`config.mk`:
```
export PLATFORM = sky130hd
export DESIGN_NAME = cla_5_bit
export DESIGN_NICKNAME = d
export VERILOG_FILES = /design/src/rtl/cla_pg_cell.sv /design/src/rtl/cla_5_bit.sv
export SDC_FILE = /design/constraint.sdc
export NUM_CORES = 1
export LEC_CHECK = 0
export ABC_CLOCK_PERIOD_IN_PS = 800
export CAP_MARGIN = 40
export CELL_PAD_IN_SITES_DETAIL_PLACEMENT = 0
export CELL_PAD_IN_SITES_GLOBAL_PLACEMENT = 1
export CORE_MARGIN = 4
export CORE_UTILIZATION = 27
export CTS_CLUSTER_DIAMETER = 100
export CTS_CLUSTER_SIZE = 8
export DETAILED_ROUTE_END_ITERATION = 6
export PLACE_DENSITY = 0.82
export SLEW_MARGIN = 20
export SYNTH_ARGS = -nofsm -noshare
export SYNTH_HDL_FRONTEND = slang
export SYNTH_SLANG_ARGS = --single-unit
```
`constraint.sdc`:
```
create_clock -name clk -period 0.8 [get_ports clk]
set_input_delay 0.12 -clock clk [delete_from_list [all_inputs] [get_ports clk]]
set_output_delay 0.12 -clock clk [all_outputs]
set_load 0.005 [all_outputs]
```
`src/rtl/cla_pg_cell.sv`:
```
// Per-bit propagate/generate cell for the 5-bit carry-lookahead adder.
module cla_pg_cell (
    input  logic i_a,
    input  logic i_b,
    output logic o_p,
    output logic o_g
);

    // Propagate when exactly one operand bit is set, generate when both are.
    always_comb begin
        o_p = i_a ^ i_b;
        o_g = i_a & i_b;
    end

endmodule

```
`src/rtl/cla_5_bit.sv`:
```
// 5-bit carry-lookahead adder with registered sum, carry-out and group P/G.
// Every carry is a flat two-level sum-of-products over g, p and c_in.
module cla_5_bit (
    input  logic       clk,
    input  logic       rst_n,
    input  logic [4:0] a,
    input  logic [4:0] b,
    input  logic       c_in,
    output logic [4:0] sum,
    output logic       c_out,
    output logic       grp_p,
    output logic       grp_g
);

    localparam int unsigned WIDTH = 5;

    logic [WIDTH-1:0] w_p;
    logic [WIDTH-1:0] w_g;
    logic [WIDTH:0]   w_c;
    logic [WIDTH-1:0] w_s;
    logic             w_grp_p;
    logic             w_grp_g;

    // One propagate/generate cell per operand bit.
    for (genvar gi = 0; gi < WIDTH; gi++) begin : g_pg
        cla_pg_cell u_pg (
            .i_a (a[gi]),
            .i_b (b[gi]),
            .o_p (w_p[gi]),
            .o_g (w_g[gi])
        );
    end

    // Lookahead carries, group terms and sum bits; no carry feeds another carry.
    always_comb begin
        w_c     = '0;
        w_s     = '0;
        w_grp_p = 1'b0;
        w_grp_g = 1'b0;

        w_c[0] = c_in;

        w_c[1] = w_g[0]
               | (w_p[0] & c_in);

        w_c[2] = w_g[1]
               | (w_p[1] & w_g[0])
               | (w_p[1] & w_p[0] & c_in);

        w_c[3] = w_g[2]
               | (w_p[2] & w_g[1])
               | (w_p[2] & w_p[1] & w_g[0])
               | (w_p[2] & w_p[1] & w_p[0] & c_in);

        w_c[4] = w_g[3]
               | (w_p[3] & w_g[2])
               | (w_p[3] & w_p[2] & w_g[1])
               | (w_p[3] & w_p[2] & w_p[1] & w_g[0])
               | (w_p[3] & w_p[2] & w_p[1] & w_p[0] & c_in);

        // Group generate is the carry-out with c_in forced to zero.
        w_grp_g = w_g[4]
                | (w_p[4] & w_g[3])
                | (w_p[4] & w_p[3] & w_g[2])
                | (w_p[4] & w_p[3] & w_p[2] & w_g[1])
                | (w_p[4] & w_p[3] & w_p[2] & w_p[1] & w_g[0]);

        w_grp_p = &w_p;

        w_c[5] = w_g[4]
               | (w_p[4] & w_g[3])
               | (w_p[4] & w_p[3] & w_g[2])
               | (w_p[4] & w_p[3] & w_p[2] & w_g[1])
               | (w_p[4] & w_p[3] & w_p[2] & w_p[1] & w_g[0])
               | (w_p[4] & w_p[3] & w_p[2] & w_p[1] & w_p[0] & c_in);

        w_s = w_p ^ w_c[WIDTH-1:0];
    end

    // Output register; reset clears everything asynchronously.
    always_ff @(posedge clk or negedge rst_n) begin
        if (!rst_n) begin
            sum   <= '0;
            c_out <= 1'b0;
            grp_p <= 1'b0;
            grp_g <= 1'b0;
        end else begin
            sum   <= w_s;
            c_out <= w_c[WIDTH];
            grp_p <= w_grp_p;
            grp_g <= w_grp_g;
        end
    end

endmodule

```
# Word level (Yosys, flattened, before mapping)
# Index checks and enable logic that the tools add are counted.
dict set report op_classes {
  bitwise_logic 51
  n_reduce_logical 1
}
# op n
set ops {}
lappend ops {{$and 1x1->1} 30}
lappend ops {{$or 1x1->1} 15}
lappend ops {{$reduce_and 5->1} 1}
lappend ops {{$xor 1x1->1} 5}
lappend ops {{$xor 5x5->5} 1}
dict set report totals {
  register_bits 8
  in_bits 13
}

# Depth between registers and ports, before layout
# Gate-level depths: netlist (run 1).
dict set report logic_depth {
  word_depth 7
  mapped_depth 5
  ltp_nobuf 5
}

# Cells and area by module
# From an unflattened synthesis (run 1), not the netlist that was laid out.
dict set report unflattened {
  hier_cells 32
  hier_area_um2 400.4
}
# mod instances cells_per_inst area_each_um2 seq_area_each_um2
set by_module_without_submodules {}
lappend by_module_without_submodules {cla_5_bit 1 27 337.8 200.2}
lappend by_module_without_submodules {cla_pg_cell 5 1 12.5 0.0}

# Worst setup path before layout (run 1)
# Ideal clock, no wire load.
dict set report synth_path {
  path_type {input -> register}
  from {input port a[0]}
  to {register sum[4]}
  setup_ps 127
  arrival_ps 1024
  t_required_ps 673
  path_slack_ps -351
  path_stages 5
  path_cell_list {ha_1 -> a21o_1 -> a21oi_1 -> o21ai_1 -> xor2_1}
}
dict set report synth_between {
  elab_chain_cells 5
  elab_cells_between_ends 8
  cone_classes {bitwise (8)}
}
# item line_no
set synth_lines {}
lappend synth_lines {{start, declared} cla_5_bit.sv:6} ;# input logic [4:0] a,
lappend synth_lines {{$and 1x1->1 / $xor 1x1->1 (equally long branches)} {cla_pg_cell.sv:12, cla_pg_cell.sv:11}}
lappend synth_lines {{$and 1x1->1 (on tied branches)} {cla_5_bit.sv:58, cla_5_bit.sv:59}}
lappend synth_lines {{$or 1x1->1 / $and 1x1->1 (equally long branches)} {cla_5_bit.sv:58, cla_5_bit.sv:59}}
lappend synth_lines {{$or 1x1->1 (*)} cla_5_bit.sv:59} ;# | (w_p[3] & w_p[2] & w_p[1] & w_p[0] & c_in);
lappend synth_lines {{$xor 5x5->5 (*)} cla_5_bit.sv:77} ;# w_s = w_p ^ w_c[WIDTH-1:0];
lappend synth_lines {{via w_s[4]} cla_5_bit.sv:20} ;# logic [WIDTH-1:0] w_s;
lappend synth_lines {{end signal, assigned} cla_5_bit.sv:88} ;# sum <= w_s;
lappend synth_lines {{end, declared} cla_5_bit.sv:9} ;# output logic [4:0] sum,
# The timed path passes the listed nets; every way through them passes the cells marked *.

# Final worst setup path (run 1)
dict set report layout_path {
  from {input port a[3]}
  to {register c_out}
}
dict set report layout_between {
  elab_chain_cells 7
  elab_cells_between_ends 16
  cone_classes {bitwise (16)}
}
# item line_no
set layout_lines {}
lappend layout_lines {{$and 1x1->1 / $xor 1x1->1 (equally long branches)} {cla_pg_cell.sv:12, cla_pg_cell.sv:11}}
lappend layout_lines {{$and 1x1->1 (on tied branches)} n/a}
lappend layout_lines {{$or 1x1->1 (tied with other cells) (2 in series)} n/a}
lappend layout_lines {{$or 1x1->1 / $and 1x1->1 (equally long branches)} n/a}
lappend layout_lines {{$or 1x1->1 (*)} n/a}
lappend layout_lines {{via w_grp_g} cla_5_bit.sv:22} ;# logic w_grp_g;
lappend layout_lines {{$or 1x1->1 (*)} cla_5_bit.sv:75} ;# | (w_p[4] & w_p[3] & w_p[2] & w_p[1] & w_p[0] & c_in);
lappend layout_lines {{via w_c[5]} cla_5_bit.sv:19} ;# logic [WIDTH:0] w_c;
lappend layout_lines {{end signal, assigned} cla_5_bit.sv:89} ;# c_out <= w_c[WIDTH];
lappend layout_lines {{end, declared} cla_5_bit.sv:10} ;# output logic c_out,
# Marks and branches as above.

==> results of run 1 <==
-- cell families after synthesis --
logic type | share of synthesized area (%)
compound gates | 15.6
flops | 48.9
fa+ha+maj | 20.2
xor+xnor | 8.56
buf+inv | 3.67
simple gates | 3.06
-- worst max-delay path, stage by stage --
cell and delay [ps]:
buf_6 100, ha_4 250, a21oi_4 140, o21ai_2 70
a21o_1 160, a21o_1 160
-- power by group --
group	switching [uW]	internal, uW
Clock	121	171
Sequential	12.3	467
Combinational	188	269
-- state kept, by name, indices dropped and copies added (netlist names) --
register,count
sum,5
grp_p,1
c_out,1
grp_g,1
-- per-layer routing --
metal | global-route usage (%) | vias up | wire [um] | part of all wire (%)
li1 | - | 181 | - | -
met1 | 10.5 | 175 | 382 | 39
met2 | 18.2 | 14 | 474 | 48
met3 | 1.53 | 2 | 111 | 11
met4 | 8.29 | 0 | 12 | 1.2
met5 | 0 | - | 0 | 0
-- what timing repair did --
item | 4_1_cts | 5_1_grt
hold endpoints to repair | 0 | 0
pin swaps | 12 | 11
endpoints found under the setup margin | 16 | 13
buffers inserted | 0 | 2
resized for setup | 77 | 8
-- Yosys cell counts (all sizes together) --
| master | instances | area share (%) |
|---|---|---|
| nand2 | 1 | 0.92 |
| dfrtp | 8 | 49 |
| ha | 5 | 15 |
| inv | 4 | 3.7 |
| o21ai | 2 | 2.4 |
| a21o | 4 | 7.3 |
| xnor2 | 3 | 6.4 |
| nand3 | 1 | 1.2 |
| nor2 | 1 | 0.92 |
| xor2 | 1 | 2.1 |
| a21oi | 4 | 5.8 |
| fa | 1 | 4.9 |
-- how the worst min path moves through the flow --
stage                  end   from  cells after the start
floorplan            c_out  rst_n                      0
global placement     grp_p  rst_n                      1
detailed placement   c_out  rst_n                      1
CTS                 sum[2]  rst_n                      1
global route        sum[1]  rst_n                      1
finish              sum[1]  rst_n                      1
-- layout make-up --
cell class	count	area, sq um
sequential	8	200
clock buffer	3	22.5
timing repair buffer	29	221
tap	15	18.8
multi-input combinational	23	300
fill	126	581
inverter	4	22.5
-- per-stage QoR --
step                      utilization [%]  instance area [sq um]
final                                57.5                    786
after global routing                 57.5                    786
after CTS                            54.9                    751
after detailed placement             55.0                    752
after global placement               55.0                    752
after floorplan                         -                    480
==> results.sh, run 1 <==
export IMPL_final_min_clock_period_ps=879
export IMPL_netlist_area_sq_um=409
export IMPL_tightest_slew_ps=342
export IMPL_drive_above_1_share_pct=65.7
export IMPL_hold_ws_ps=143
export IMPL_end_kind="flip-flop"
export IMPL_drt_iter0_drc=5
export IMPL_pre_cts_ws_ps=-761
export IMPL_io_pins=21
export IMPL_final_cell_count_no_fill=82
export IMPL_die_w_um=46.9
export IMPL_endpoint="c_out"
export IMPL_h_tree_depth=1
export IMPL_placedCellCount=77
export IMPL_chipHeight_um=46.9
export IMPL_crit_required_ps=930
export IMPL_final_hold_violation_count=0
export IMPL_setup_viol=13
export IMPL_cp_arrival_ps=1010
export IMPL_num_vias=372
export IMPL_routed_wl_um=981
export IMPL_viasPerCell=4.54
export IMPL_crit_start="a[3]"
export IMPL_overflow=0
export IMPL_p_per_area_nw_per_um2=1560
export IMPL_cts_tree="built"
export IMPL_routedWlPerCell_um=12.0
export IMPL_grt_start_max_net_pins=9
export IMPL_crit_type="in2reg"
export IMPL_maxCapViolCount=0
export IMPL_layout_commonest_cell="buf_2"
export IMPL_yosysWarnings=0
export IMPL_synth_seq_area_share_pct=48.9
export IMPL_clockBufferDepth=2
export IMPL_max_slew_margin_rel_pct=77.1
export IMPL_mostFrequentLayoutCells="buf_2 (10), buf_4 (9), dfrtp_1 (8)"
export IMPL_finalWorstSetupSlack_ps=-78.8
export IMPL_postSynthAreaPerCell_sq_um=11.7
export IMPL_grt_pass1_vias=398
export IMPL_violations="negative setup slack"
export IMPL_critPathLaunchType="input pin"
export IMPL_ys_types=13
export IMPL_ant_nets=0
export IMPL_outcome="finished with violations"
export IMPL_totalNegativeSetupSlack_ps=-549
export IMPL_path_max_fanout=3
export IMPL_synth_nets=54
export IMPL_report_final_slew_viol_count=0
export IMPL_p_leak_uw=0.000390
export IMPL_fin_crit_sh_pct=110
export IMPL_total_power_uw=1230
export IMPL_row_count=13
export IMPL_ys_ff_latch=8
export IMPL_antenna_found_initial=0
export IMPL_firstDrtPassIters=2
export IMPL_clock_sinks=8
export IMPL_cts_root_buf="clkbuf_4"
export IMPL_grt_pass1_wl_um=1560
export IMPL_syn2layout_area_growth_pct=92.0
export IMPL_place_congestion=0.660
export IMPL_vdd_drop_max_uv=478
export IMPL_fmax_mhz=1140
export IMPL_core_sq_um=1370
export IMPL_cts_made_buffers=3
export IMPL_rsz0062_at_grt="true"
export IMPL_cts_hold_buf=0
export IMPL_track_usage_pct=10.2
export IMPL_drc=0
export IMPL_dp_hpwl_um=804
export IMPL_num_antenna_cells=0
export IMPL_clk_transition_reported_paths_ps=50
export IMPL_min_path_type="in2async"
export IMPL_start_util_pct=29.9
export IMPL_io_buffers=20
export IMPL_dieArea_sq_um=2200
export IMPL_syn_inst=35
export IMPL_fin_nets=88
(Power assumes the default switching activity.)
==> run 2, diff against run 1 <==
- ABC_CLOCK_PERIOD_IN_PS: 800 -> not set
- SKIP_CTS_REPAIR_TIMING: not set -> 1
==> run 2 against run 1 <==
Against the previous run:
- setup slack got worse by 39 ps
- combinational power shrank 2%
- critical path depth unchanged
- core utilization up 0.64 points
- the run still ends with negative setup slack left
- largest power group unchanged
- sequential power about the same
- via count down 1.9%
- total power down 0.62%
- die area unchanged
- wire length shrank 2.2%
- hold slack gained 0.76 ps
==> results.sh, run 2 (synthesized netlist as in run 1, its figures left out) <==
export IMPL_outcome="finished with violations"
export IMPL_violations="negative setup slack"
export IMPL_maxCapViolCount=0
export IMPL_clock_sinks=8
export IMPL_io_pins=21
export IMPL_fmax_mhz=1090
export IMPL_routedWlPerCell_um=11.7
export IMPL_slowest_delay_ps=250
export IMPL_core_sq_um=1370
export IMPL_report_final_slew_viol_count=0
export IMPL_dp_hpwl_um=804
export IMPL_final_util_pct=58.2
export IMPL_rsz0062_at_grt="true"
export IMPL_clockBufferDepth=2
export IMPL_cts_tree="built"
export IMPL_dieArea_sq_um=2200
export IMPL_pre_cts_ws_ps=-761
export IMPL_end_kind="flip-flop"
export IMPL_crit_type="in2reg"
export IMPL_io_buffers=20
export IMPL_cp_cell_sequence="buf_6 -> ha_4 -> a21oi_4 -> o21ai_2 -> a21o_1 -> a21o_1"
export IMPL_critPathLaunchType="input pin"
export IMPL_grt_pass1_vias=385
export IMPL_crit_required_ps=930
export IMPL_overflow=0
export IMPL_viasPerCell=4.45
export IMPL_syn2layout_area_growth_pct=94.2
export IMPL_cts_made_buffers=3
export IMPL_routed_wl_um=959
export IMPL_fin_nets=88
export IMPL_layout_commonest_cell="clkbuf_2"
export IMPL_die_w_um=46.9
export IMPL_totalNegativeSetupSlack_ps=-620
export IMPL_row_count=13
export IMPL_final_hold_violation_count=0
export IMPL_final_cell_count_no_fill=82
export IMPL_drive_above_1_share_pct=62.7
export IMPL_final_min_clock_period_ps=917
export IMPL_num_antenna_cells=0
export IMPL_min_path_type="in2async"
export IMPL_track_usage_pct=9.91
export IMPL_crit_slowest_cell="ha_4"
export IMPL_place_congestion=0.660
export IMPL_p_per_area_nw_per_um2=1540
export IMPL_grt_start_max_net_pins=9
export IMPL_timing_critical_path_mode_cell="a21o_1"
export IMPL_finalWorstSetupSlack_ps=-117
export IMPL_firstDrtPassIters=1
export IMPL_path_max_fanout=3
export IMPL_placedCellCount=77
export IMPL_num_vias=365
export IMPL_cts_root_buf="clkbuf_4"
export IMPL_cp_num_buf_inv=1
export IMPL_tightest_slew_ps=340
export IMPL_setup_viol=13
export IMPL_drc=0
export IMPL_total_power_uw=1220
export IMPL_max_slew_margin_rel_pct=77.3
export IMPL_path_delay_family="compound AO/OA/AOI/OAI gates"
export IMPL_cp_arrival_ps=1050
export IMPL_drt_iter0_drc=0
export IMPL_start_util_pct=29.9
export IMPL_clk_transition_reported_paths_ps=50
export IMPL_mostFrequentLayoutCells="clkbuf_2 (11), dfrtp_1 (8), buf_4 (8)"
export IMPL_chipHeight_um=46.9
export IMPL_vdd_drop_max_uv=481
export IMPL_fin_crit_sh_pct=115
export IMPL_grt_pass1_wl_um=1500
export IMPL_largest_reg_flops=5
export IMPL_h_tree_depth=1
export IMPL_antenna_found_initial=0
export IMPL_p_leak_uw=0.000417
export IMPL_regMostFlops="sum"
export IMPL_ant_nets=0
run 2: cell count changes in the layout (fill, tap and decap cells not counted), sizes merged:
cell          delta
buf             -12
dlymetal6s2s     +4
dlygate4sd2      -2
clkbuf          +10
run 2: how the worst max path moves through the flow:
stage          from      to  slack [ps]  depth (start not counted)
6_report       b[3]   c_out        -120                          6
4_1_cts        a[0]  sum[3]        -500                          6
3_5_place_dp   a[0]  sum[3]        -760                          6
3_3_place_gp   a[0]  sum[3]        -740                          6
5_1_grt        b[0]  sum[3]        -150                          6
2_1_floorplan  a[0]  sum[4]        -180                          5
run 2: final cells by class:
class,instances,area (sq um)
sequential,8,200
tap,15,18.8
timing repair buffer,29,235
fill,129,572
clock buffer,3,22.5
multi-input combinational,23,295
inverter,4,22.5
run 2: report_power, final:
part,switching [uW],internal (uW)
registers,14.9,468
clock network,119,170
logic,182,266
total,316,904
run 2: per-stage QoR:
step           area [sq um]  hold WS, ps
2_1_floorplan           480         -176
3_3_place_gp            752          403
3_5_place_dp            752          418
4_1_cts                 774          153
5_1_grt                 795          171
6_report                795          143
run 2: layer usage:
metal / global-route usage, % / up-vias / wire length, um
met5: 0 / - / 0
met4: 8.29 / 0 / 11
met3: 1.53 / 2 / 100
met2: 17.6 / 14 / 481
met1: 10.0 / 167 / 366
li1: - / 182 / -
